==> src/rtl/pipe_ctrl_unit.sv <==
// Control unit for the 5-stage TSC pipeline: decode, stage control registers,
// hazard/flush/freeze arbitration, forwarding selects and a retired-instruction counter.
module pipe_ctrl_unit #(
  parameter int RF_ADDR_W = 2,
  parameter bit FWD_EN    = 1'b1,
  parameter int CNT_W     = 16
) (
  input  logic                 clk,
  input  logic                 reset,
  input  logic                 inst_valid,
  input  logic [3:0]           opcode,
  input  logic [5:0]           func_code,
  input  logic [RF_ADDR_W-1:0] id_rs,
  input  logic [RF_ADDR_W-1:0] id_rt,
  input  logic [RF_ADDR_W-1:0] id_rd,
  input  logic                 ex_br_taken,
  input  logic                 imem_ready,
  input  logic                 dmem_ready,
  output logic                 pc_write,
  output logic                 ifid_write,
  output logic                 ifid_flush,
  output logic [1:0]           pc_src,
  output logic [3:0]           ex_alu_op,
  output logic                 ex_alu_src,
  output logic [1:0]           fwd_a,
  output logic [1:0]           fwd_b,
  output logic                 dmem_req,
  output logic                 mem_read,
  output logic                 mem_write,
  output logic                 wb_reg_write,
  output logic                 wb_mem_to_reg,
  output logic                 wb_pc_to_reg,
  output logic                 wb_wwd,
  output logic [RF_ADDR_W-1:0] wb_dst,
  output logic                 halted,
  output logic [CNT_W-1:0]     retired_cnt
);

  typedef struct packed {
    logic                 valid;
    logic [3:0]           alu_op;
    logic                 alu_src;
    logic [RF_ADDR_W-1:0] rs;
    logic [RF_ADDR_W-1:0] rt;
    logic [RF_ADDR_W-1:0] dst;
    logic                 reg_write;
    logic                 mem_read;
    logic                 mem_write;
    logic                 mem_to_reg;
    logic                 pc_to_reg;
    logic                 wwd;
    logic                 branch;
    logic                 jr;
    logic                 hlt;
  } idex_t;

  typedef struct packed {
    logic                 valid;
    logic [RF_ADDR_W-1:0] dst;
    logic                 reg_write;
    logic                 mem_read;
    logic                 mem_write;
    logic                 mem_to_reg;
    logic                 pc_to_reg;
    logic                 wwd;
    logic                 hlt;
  } exmem_t;

  typedef struct packed {
    logic                 valid;
    logic [RF_ADDR_W-1:0] dst;
    logic                 reg_write;
    logic                 mem_to_reg;
    logic                 pc_to_reg;
    logic                 wwd;
    logic                 hlt;
  } memwb_t;

  idex_t            dec_s, idex_r;
  exmem_t           exmem_r;
  memwb_t           memwb_r;
  logic             use_rs_s, use_rt_s, jump_s;
  logic             dmem_stall_s, redirect_s, ex_hit_s, mem_hit_s, hazard_s, hlt_block_s;
  logic             advance_s, bubble_s;
  logic             pc_write_s, ifid_write_s, ifid_flush_s;
  logic [1:0]       pc_src_s, fwd_a_s, fwd_b_s;
  logic             halted_r;
  logic [CNT_W-1:0] retired_r;

  // ID-stage decode; control bits are valid-qualified so bubbles carry no side effects
  always_comb begin
    dec_s         = '0;
    use_rs_s      = 1'b0;
    use_rt_s      = 1'b0;
    jump_s        = 1'b0;
    dec_s.rs      = id_rs;
    dec_s.rt      = id_rt;
    dec_s.alu_src = 1'b1;
    case (opcode)
      4'd0, 4'd1: begin dec_s.branch = 1'b1; use_rs_s = 1'b1; use_rt_s = 1'b1; end
      4'd2, 4'd3: begin dec_s.branch = 1'b1; use_rs_s = 1'b1; end
      4'd4: begin dec_s.reg_write = 1'b1; dec_s.dst = id_rt; use_rs_s = 1'b1; end
      4'd5: begin dec_s.reg_write = 1'b1; dec_s.dst = id_rt; dec_s.alu_op = 4'd3; use_rs_s = 1'b1; end
      4'd6: begin dec_s.reg_write = 1'b1; dec_s.dst = id_rt; dec_s.alu_op = 4'd8; end
      4'd7: begin
        dec_s.reg_write = 1'b1; dec_s.dst = id_rt; dec_s.mem_read = 1'b1;
        dec_s.mem_to_reg = 1'b1; use_rs_s = 1'b1;
      end
      4'd8: begin dec_s.mem_write = 1'b1; use_rs_s = 1'b1; use_rt_s = 1'b1; end
      4'd9: begin jump_s = 1'b1; end
      4'd10: begin
        jump_s = 1'b1; dec_s.reg_write = 1'b1; dec_s.dst = RF_ADDR_W'(2); dec_s.pc_to_reg = 1'b1;
      end
      4'd15: begin
        dec_s.alu_src = 1'b0;
        case (func_code)
          6'd0, 6'd1, 6'd2, 6'd3, 6'd4, 6'd5, 6'd6, 6'd7: begin
            dec_s.alu_op = {1'b0, func_code[2:0]}; dec_s.reg_write = 1'b1; dec_s.dst = id_rd;
            use_rs_s = 1'b1; use_rt_s = 1'b1;
          end
          6'd25: begin dec_s.alu_op = 4'd9; dec_s.jr = 1'b1; use_rs_s = 1'b1; end
          6'd26: begin
            dec_s.alu_op = 4'd9; dec_s.jr = 1'b1; use_rs_s = 1'b1;
            dec_s.reg_write = 1'b1; dec_s.dst = RF_ADDR_W'(2); dec_s.pc_to_reg = 1'b1;
          end
          6'd28: begin dec_s.alu_op = 4'd9; dec_s.wwd = 1'b1; use_rs_s = 1'b1; end
          6'd29: begin dec_s.hlt = 1'b1; end
          default: begin dec_s.alu_op = 4'd0; end
        endcase
      end
      default: begin dec_s.alu_op = 4'd0; end
    endcase
    if (!inst_valid) begin
      dec_s    = '0;
      use_rs_s = 1'b0;
      use_rt_s = 1'b0;
      jump_s   = 1'b0;
    end else begin
      dec_s.valid = 1'b1;
    end
  end

  // Hazard detection against the instructions ahead of ID
  always_comb begin
    dmem_stall_s = (exmem_r.mem_read | exmem_r.mem_write) & ~dmem_ready;
    redirect_s   = (idex_r.branch | idex_r.jr) & ex_br_taken;
    ex_hit_s     = idex_r.reg_write & ((use_rs_s & (idex_r.dst == id_rs)) |
                                       (use_rt_s & (idex_r.dst == id_rt)));
    mem_hit_s    = exmem_r.reg_write & ((use_rs_s & (exmem_r.dst == id_rs)) |
                                        (use_rt_s & (exmem_r.dst == id_rt)));
    hlt_block_s  = dec_s.hlt | idex_r.hlt | exmem_r.hlt | memwb_r.hlt;
    if (FWD_EN) begin
      hazard_s = ex_hit_s & idex_r.mem_read;
    end else begin
      hazard_s = ex_hit_s | mem_hit_s;
    end
  end

  // Priority arbitration: dmem freeze > redirect > hazard > jump > fetch hold
  always_comb begin
    pc_write_s   = 1'b1;
    ifid_write_s = 1'b1;
    ifid_flush_s = 1'b0;
    pc_src_s     = 2'b00;
    advance_s    = 1'b1;
    bubble_s     = 1'b0;
    if (reset) begin
      pc_write_s   = 1'b0;
      ifid_write_s = 1'b0;
      advance_s    = 1'b0;
    end else if (dmem_stall_s) begin
      pc_write_s   = 1'b0;
      ifid_write_s = 1'b0;
      advance_s    = 1'b0;
    end else if (halted_r) begin
      pc_write_s   = 1'b0;
      ifid_write_s = 1'b0;
      bubble_s     = 1'b1;
    end else if (redirect_s) begin
      ifid_flush_s = 1'b1;
      bubble_s     = 1'b1;
      pc_src_s     = idex_r.jr ? 2'b11 : 2'b01;
    end else if (hazard_s) begin
      pc_write_s   = 1'b0;
      ifid_write_s = 1'b0;
      bubble_s     = 1'b1;
    end else if (jump_s) begin
      pc_src_s     = 2'b10;
      ifid_flush_s = 1'b1;
    end else if (hlt_block_s || !imem_ready) begin
      pc_write_s   = 1'b0;
      ifid_flush_s = 1'b1;
    end else begin
      bubble_s     = 1'b0;
    end
  end

  // Operand forwarding; the younger (MEM) producer wins over WB
  always_comb begin
    fwd_a_s = 2'b00;
    fwd_b_s = 2'b00;
    if (FWD_EN) begin
      if (exmem_r.reg_write && (exmem_r.dst == idex_r.rs)) begin
        fwd_a_s = 2'b01;
      end else if (memwb_r.reg_write && (memwb_r.dst == idex_r.rs)) begin
        fwd_a_s = 2'b10;
      end else begin
        fwd_a_s = 2'b00;
      end
      if (exmem_r.reg_write && (exmem_r.dst == idex_r.rt)) begin
        fwd_b_s = 2'b01;
      end else if (memwb_r.reg_write && (memwb_r.dst == idex_r.rt)) begin
        fwd_b_s = 2'b10;
      end else begin
        fwd_b_s = 2'b00;
      end
    end else begin
      fwd_a_s = 2'b00;
      fwd_b_s = 2'b00;
    end
  end

  // Stage control registers
  always_ff @(posedge clk or posedge reset) begin
    if (reset) begin
      idex_r  <= '0;
      exmem_r <= '0;
      memwb_r <= '0;
    end else if (advance_s) begin
      idex_r             <= bubble_s ? '0 : dec_s;
      exmem_r.valid      <= idex_r.valid;
      exmem_r.dst        <= idex_r.dst;
      exmem_r.reg_write  <= idex_r.reg_write;
      exmem_r.mem_read   <= idex_r.mem_read;
      exmem_r.mem_write  <= idex_r.mem_write;
      exmem_r.mem_to_reg <= idex_r.mem_to_reg;
      exmem_r.pc_to_reg  <= idex_r.pc_to_reg;
      exmem_r.wwd        <= idex_r.wwd;
      exmem_r.hlt        <= idex_r.hlt;
      memwb_r.valid      <= exmem_r.valid;
      memwb_r.dst        <= exmem_r.dst;
      memwb_r.reg_write  <= exmem_r.reg_write;
      memwb_r.mem_to_reg <= exmem_r.mem_to_reg;
      memwb_r.pc_to_reg  <= exmem_r.pc_to_reg;
      memwb_r.wwd        <= exmem_r.wwd;
      memwb_r.hlt        <= exmem_r.hlt;
    end
  end

  // Retirement: count instructions leaving WB, latch halt when HLT leaves
  always_ff @(posedge clk or posedge reset) begin
    if (reset) begin
      retired_r <= '0;
      halted_r  <= 1'b0;
    end else if (advance_s && memwb_r.valid) begin
      if (retired_r != {CNT_W{1'b1}}) begin
        retired_r <= retired_r + {{(CNT_W-1){1'b0}}, 1'b1};
      end
      if (memwb_r.hlt) begin
        halted_r <= 1'b1;
      end
    end
  end

  assign pc_write      = pc_write_s;
  assign ifid_write    = ifid_write_s;
  assign ifid_flush    = ifid_flush_s;
  assign pc_src        = pc_src_s;
  assign ex_alu_op     = idex_r.alu_op;
  assign ex_alu_src    = idex_r.alu_src;
  assign fwd_a         = fwd_a_s;
  assign fwd_b         = fwd_b_s;
  assign dmem_req      = exmem_r.mem_read | exmem_r.mem_write;
  assign mem_read      = exmem_r.mem_read;
  assign mem_write     = exmem_r.mem_write;
  assign wb_reg_write  = memwb_r.reg_write;
  assign wb_mem_to_reg = memwb_r.mem_to_reg;
  assign wb_pc_to_reg  = memwb_r.pc_to_reg;
  assign wb_wwd        = memwb_r.wwd;
  assign wb_dst        = memwb_r.dst;
  assign halted        = halted_r;
  assign retired_cnt   = retired_r;

endmodule

==> config.mk <==
export PLATFORM = sky130hd
export DESIGN_NAME = pipe_ctrl_unit
export DESIGN_NICKNAME = d
export VERILOG_FILES = /design/src/rtl/pipe_ctrl_unit.sv
export SDC_FILE = /design/constraint.sdc
export NUM_CORES = 1
export LEC_CHECK = 0
export BUFFER_PORTS_ARGS = -buffer_cell sky130_fd_sc_hd__buf_2
export CORE_MARGIN = 2
export CORE_UTILIZATION = 40
export DETAILED_ROUTE_END_ITERATION = 6
export GPL_ROUTABILITY_DRIVEN = 0
export PLACE_DENSITY_LB_ADDON = 0.05
export SYNTH_ARGS = -nofsm -noshare
export SYNTH_HDL_FRONTEND = slang
export SYNTH_SLANG_ARGS = --single-unit
==> constraint.sdc <==
create_clock -name clk -period 3.85 [get_ports clk]
set_clock_uncertainty 0.05 [all_clocks]
set_input_delay 0.77 -clock clk [delete_from_list [all_inputs] [get_ports clk]]
set_output_delay 0.77 -clock clk [all_outputs]
set_load 0.005 [all_outputs]
Yosys cells after proc, flatten, opt, wreduce, memory -nomap -nowiden --
Cells that the tools add are included.
Word-level totals: input bits 22, bits in registers 56
Operators by class: bitwise operators 13, reduce and logical (&&, ||, !) cells 20, equal/unequal tests 29, $add $sub $neg 1, mux-type cells 63
Operators by type and width (number):
- 1-bit two-way mux | 42
- 6-bit by 3-bit equality test with 1-bit output, second input constant | 4
- 6-bit by 5-bit equality test with 1-bit output, second input constant | 4
- 2-bit two-way mux | 12
- 21-bit two-way mux | 1
- 20-bit two-way mux | 1
- 16-bit by 1-bit adder with 16-bit output, second input constant | 1
- 4-bit by 3-bit equality test with 1-bit output, second input constant | 4
- 4-bit equality test, second input constant | 4
- 16-bit inequality test, second input constant | 1
- 8-bit OR reduction | 2
- 2-bit equality test | 6
- 6-bit by 2-bit equality test with 1-bit output, second input constant | 2
- 4-bit case mux with 3 select lines | 1
- 11-bit OR reduction | 1
- 3-bit case mux with 3 select lines | 1
- 4-bit by 2-bit equality test with 1-bit output, second input constant | 2
- 4-bit case mux with 2 select lines | 1
- 4-bit OR reduction | 2
- 1-bit AND | 6
- 6-bit by 1-bit equality test with 1-bit output, second input constant | 1
- 6-bit zero test | 1
- 1-bit OR | 6
- 1-bit case mux with 2 select lines | 3
- other kinds (10) | 17

Logic depth before layout (Yosys ltp) --
word-level depth 16, gate-level depth with buffers 7, depth with buffers taken out 5

Least setup slack after synthesis --
Ideal clock, no wire load.
path type in2out, start in reset, end out ifid_flush, path slack 477 ps, arrival time 2553 ps, buffers on the path 0, stages 4, cell sequence inv_1 and2_1 nand2b_1 a211oi_1
On the way: cells in the longest elaborated chain, start to end 1
RTL lines:
- start: declaration | RTL line 9 | input logic reset,
- 1-bit two-way mux | RTL line 167 | if (reset) begin
- end: declaration | RTL line 21 | output logic ifid_flush,
No other way between the ends.

Worst setup path in the final report --
start in opcode[3], end out ifid_flush
On the way: cells in the longest elaborated chain, start to end 14, elaborated cells on any way between the ends 38
RTL lines:
- start: declaration | RTL line 11 | input logic [3:0] opcode,
- branches (longest 9 deep; another with 8-bit OR reduction)
- 1-bit two-way mux * | RTL line 183 | end else if (hazard_s) begin
- 1-bit two-way mux * | RTL line 179 | end else if (redirect_s) begin
- 1-bit two-way mux * | RTL line 175 | end else if (halted_r) begin
- 1-bit two-way mux * | RTL line 171 | end else if (dmem_stall_s) begin
- 1-bit two-way mux * | RTL line 167
Mark *: on every way between the ends.

==> results.cfg <==
[timing]
maxSlewHeadroom_pct = 55.83
tightest_slew_ns = 0.6626
setup_viol = 0
fin_crit_sh_pct = 81.53
hold_viol = 0
fmax_mhz = 318.6
report.final.slew_viol_count = 0
tns_ns = 0
period_needed_ns = 3.139
rsz0062_at_grt = false

[global_routing]
gr-total-overflow = 0
grt_max_degree = 53
grt_usage_pct = 17.50
grt_pass1_vias = 2132
grt_pass1_wl_mm = 10.58
antenna_found_initial = 0

[setup_path]
crit_type = input pin to primary output
cp_max_fo = 11
crit_end = ifid_flush
r2r_cells = 7
r2r_slack_ns = 1.76
critPathCaptureType = primary output
r2r_end = retired_cnt[9]$_DFFE_PP0P_
reg2reg_from = mem_read$_DFFE_PP0P_
crit_required_ns = 3.03
setup.worst_path.start = opcode[3]
worstPathArrival_ns = 2.32
start_kind = input pin

[floorplanning]
row_count = 30
die_area_um2 = 7662
initial_core_util_pct = 41.31
die_h_um = 87.54
ios = 62
die_x_um = 87.54
coreArea_um2 = 6756

[job]
drv_cap = 0

[logic_synthesis]
synth.most_common_cell = nand2_1
synth.top_cell.area_share_pct = 48.41
synth_area_leaders = dfrtp_1 (48%), nand2_1 (10%), xor2_1 (4.7%)
synth_seq_cells = 54
syn_inst = 303
synth_nets = 326
avgSynthCellArea_um2 = 9.213
synth.distinct_cells = 49
ys_seq_area_share_pct = 48.41
yosys_most_used_dff = dfrtp_1
synth-edff-count = 0
synth_warnings = 0
yosysTopAreaCell = dfrtp_1
synth_common_cells = nand2_1 (78), dfrtp_1 (54), xor2_1 (15)
async_reset_ff_share_pct = 100.0
syn_area_um2 = 2791

[cts]
post_cts_buffers = 0
ctsResizeCount = 0
insertion_delay_ns = 0.30
cts_max_path_buffers = 2
cts_tree = yes
numCtsBuffers = 5
root_buffer = clkbuf_8
cts_sinks = 54
htree_levels = 2
hold_buffers = 0
clk_pin_slew_worst_paths_ns = 0.09

[drt]
vias = 2303
firstDrtPassIters = 4
postRouteAntennaNets = 0
wl_per_cell_um = 14.28
drt_wl_total_mm = 6.225
drt_iter0_markers = 112
viasPerCell = 5.282
drc = 0

[placement]
hpwl_mm = 4.512
placed_area_um2 = 3123
dpl.cell_count = 429
port_buffers = 61

[finish]
final_cells = 436
drive_above_1_share_pct = 23.31
postLayoutCoreUtil_pct = 47.89
nFillCells = 693
n_antenna_cell = 0
fin_area_um2 = 3236
syn_to_final_growth_pct = 15.91
nNetsFinal = 379
largest_reg_flops = 16

[power_and_ir_drop]
leakagePower_nw = 1.662
powerDensity_nw_per_um2 = 389.1
peakVddDrop_v = 0.0001482

[hold_path]
worst_hold_path_type = input pin to asynchronous set/reset pin

[run_status]
outcome = finished clean
[final cells by class]
cell class              instances  area (um2)  area share (%)
clock buffers                   6       82.58           2.552
clock inverters                 1       30.03          0.9281
inverters                       4       15.01          0.4640
multi-input cells             224        1306           40.37
flip-flops and latches         54        1351           41.76
well taps                      80       100.1           3.094
repair buffers                 67       350.3           10.83
[layer usage]
metal / track usage (%) / up-vias / share of wire [%]
met4: 4.755 / 0 / 1.0
li1: - / 1155 / -
met5: 0 / - / 0
met1: 23.99 / 1086 / 48
met2: 28.72 / 56 / 47
met3: 3.016 / 6 / 4.1
[worst min path at each step]
| stage | endpoint |
|---|---|
| final | mem_write$_DFFE_PP0P_ |
| after floorplan | exmem_r[1]$_DFFE_PP0P_ |
| after global placement | wb_wwd$_DFFE_PP0P_ |
| after CTS | mem_write$_DFFE_PP0P_ |
| after detailed placement | wb_wwd$_DFFE_PP0P_ |
| after global routing | mem_write$_DFFE_PP0P_ |
[kinds of logic (layout without fill, tap and decap cells)]
| logic type | after synthesis | after routing | share of synthesized area [%] |
|---|---|---|---|
| AND/OR/NAND/NOR | 148 | 148 | 25.24 |
| XOR/XNOR | 29 | 29 | 9.099 |
| flip-flops | 54 | 54 | 48.41 |
| AO/OA/AOI/OAI | 44 | 44 | 11.21 |
| adder cells (fa/ha/maj) | 1 | 1 | 0.4482 |
| buffers and inverters | 25 | 78 | 4.796 |
| multiplexers | 2 | 2 | 0.8068 |
[worst max-delay path, stage by stage]
cell and delay (ns):
buf_2 0.19, nand4_2 0.21, nor4_1 0.49, nor4_1 0.13, and3_1 0.19, a211oi_1 0.18, buf_2 0.14
[report_power, final]
part           internal [mW]  switching [mW]
clock                  0.208           0.176
combinational         0.0958           0.111
sequential             0.614          0.0552
[placed cells by master (no fill, tap or decap), drive strengths merged, types with 2 or more instances in the layout]
| cell type | count |
|---|---|
| nand2 | 78 |
| buf | 67 |
| dfrtp | 54 |
| xor2 | 15 |
| nor2 | 14 |
| xnor2 | 14 |
| nand3 | 12 |
| o21ai | 12 |
| nor3 | 9 |
| nor4 | 7 |
| a32o | 7 |
| and3 | 6 |
| a21oi | 6 |
| o31ai | 6 |
| clkbuf | 6 |
| nand4 | 6 |
| inv | 4 |
| nand2b | 3 |
| nand4b | 3 |
| a211oi | 2 |
| mux2 | 2 |
| or3 | 2 |
[through the flow]
step / setup WS (ns) / hold WS (ns) / power [mW]
after floorplan: 0.4772 / 0.3886 / 0.8042
after global placement: 0.7332 / 0.3998 / 0.8857
after detailed placement: 0.7091 / 0.4032 / 0.8909
after CTS: 0.7033 / 0.2881 / 1.280
after global routing: 0.5956 / 0.2882 / 1.341
final: 0.7112 / 0.2867 / 1.259
Power figures use the tool's default switching activity.
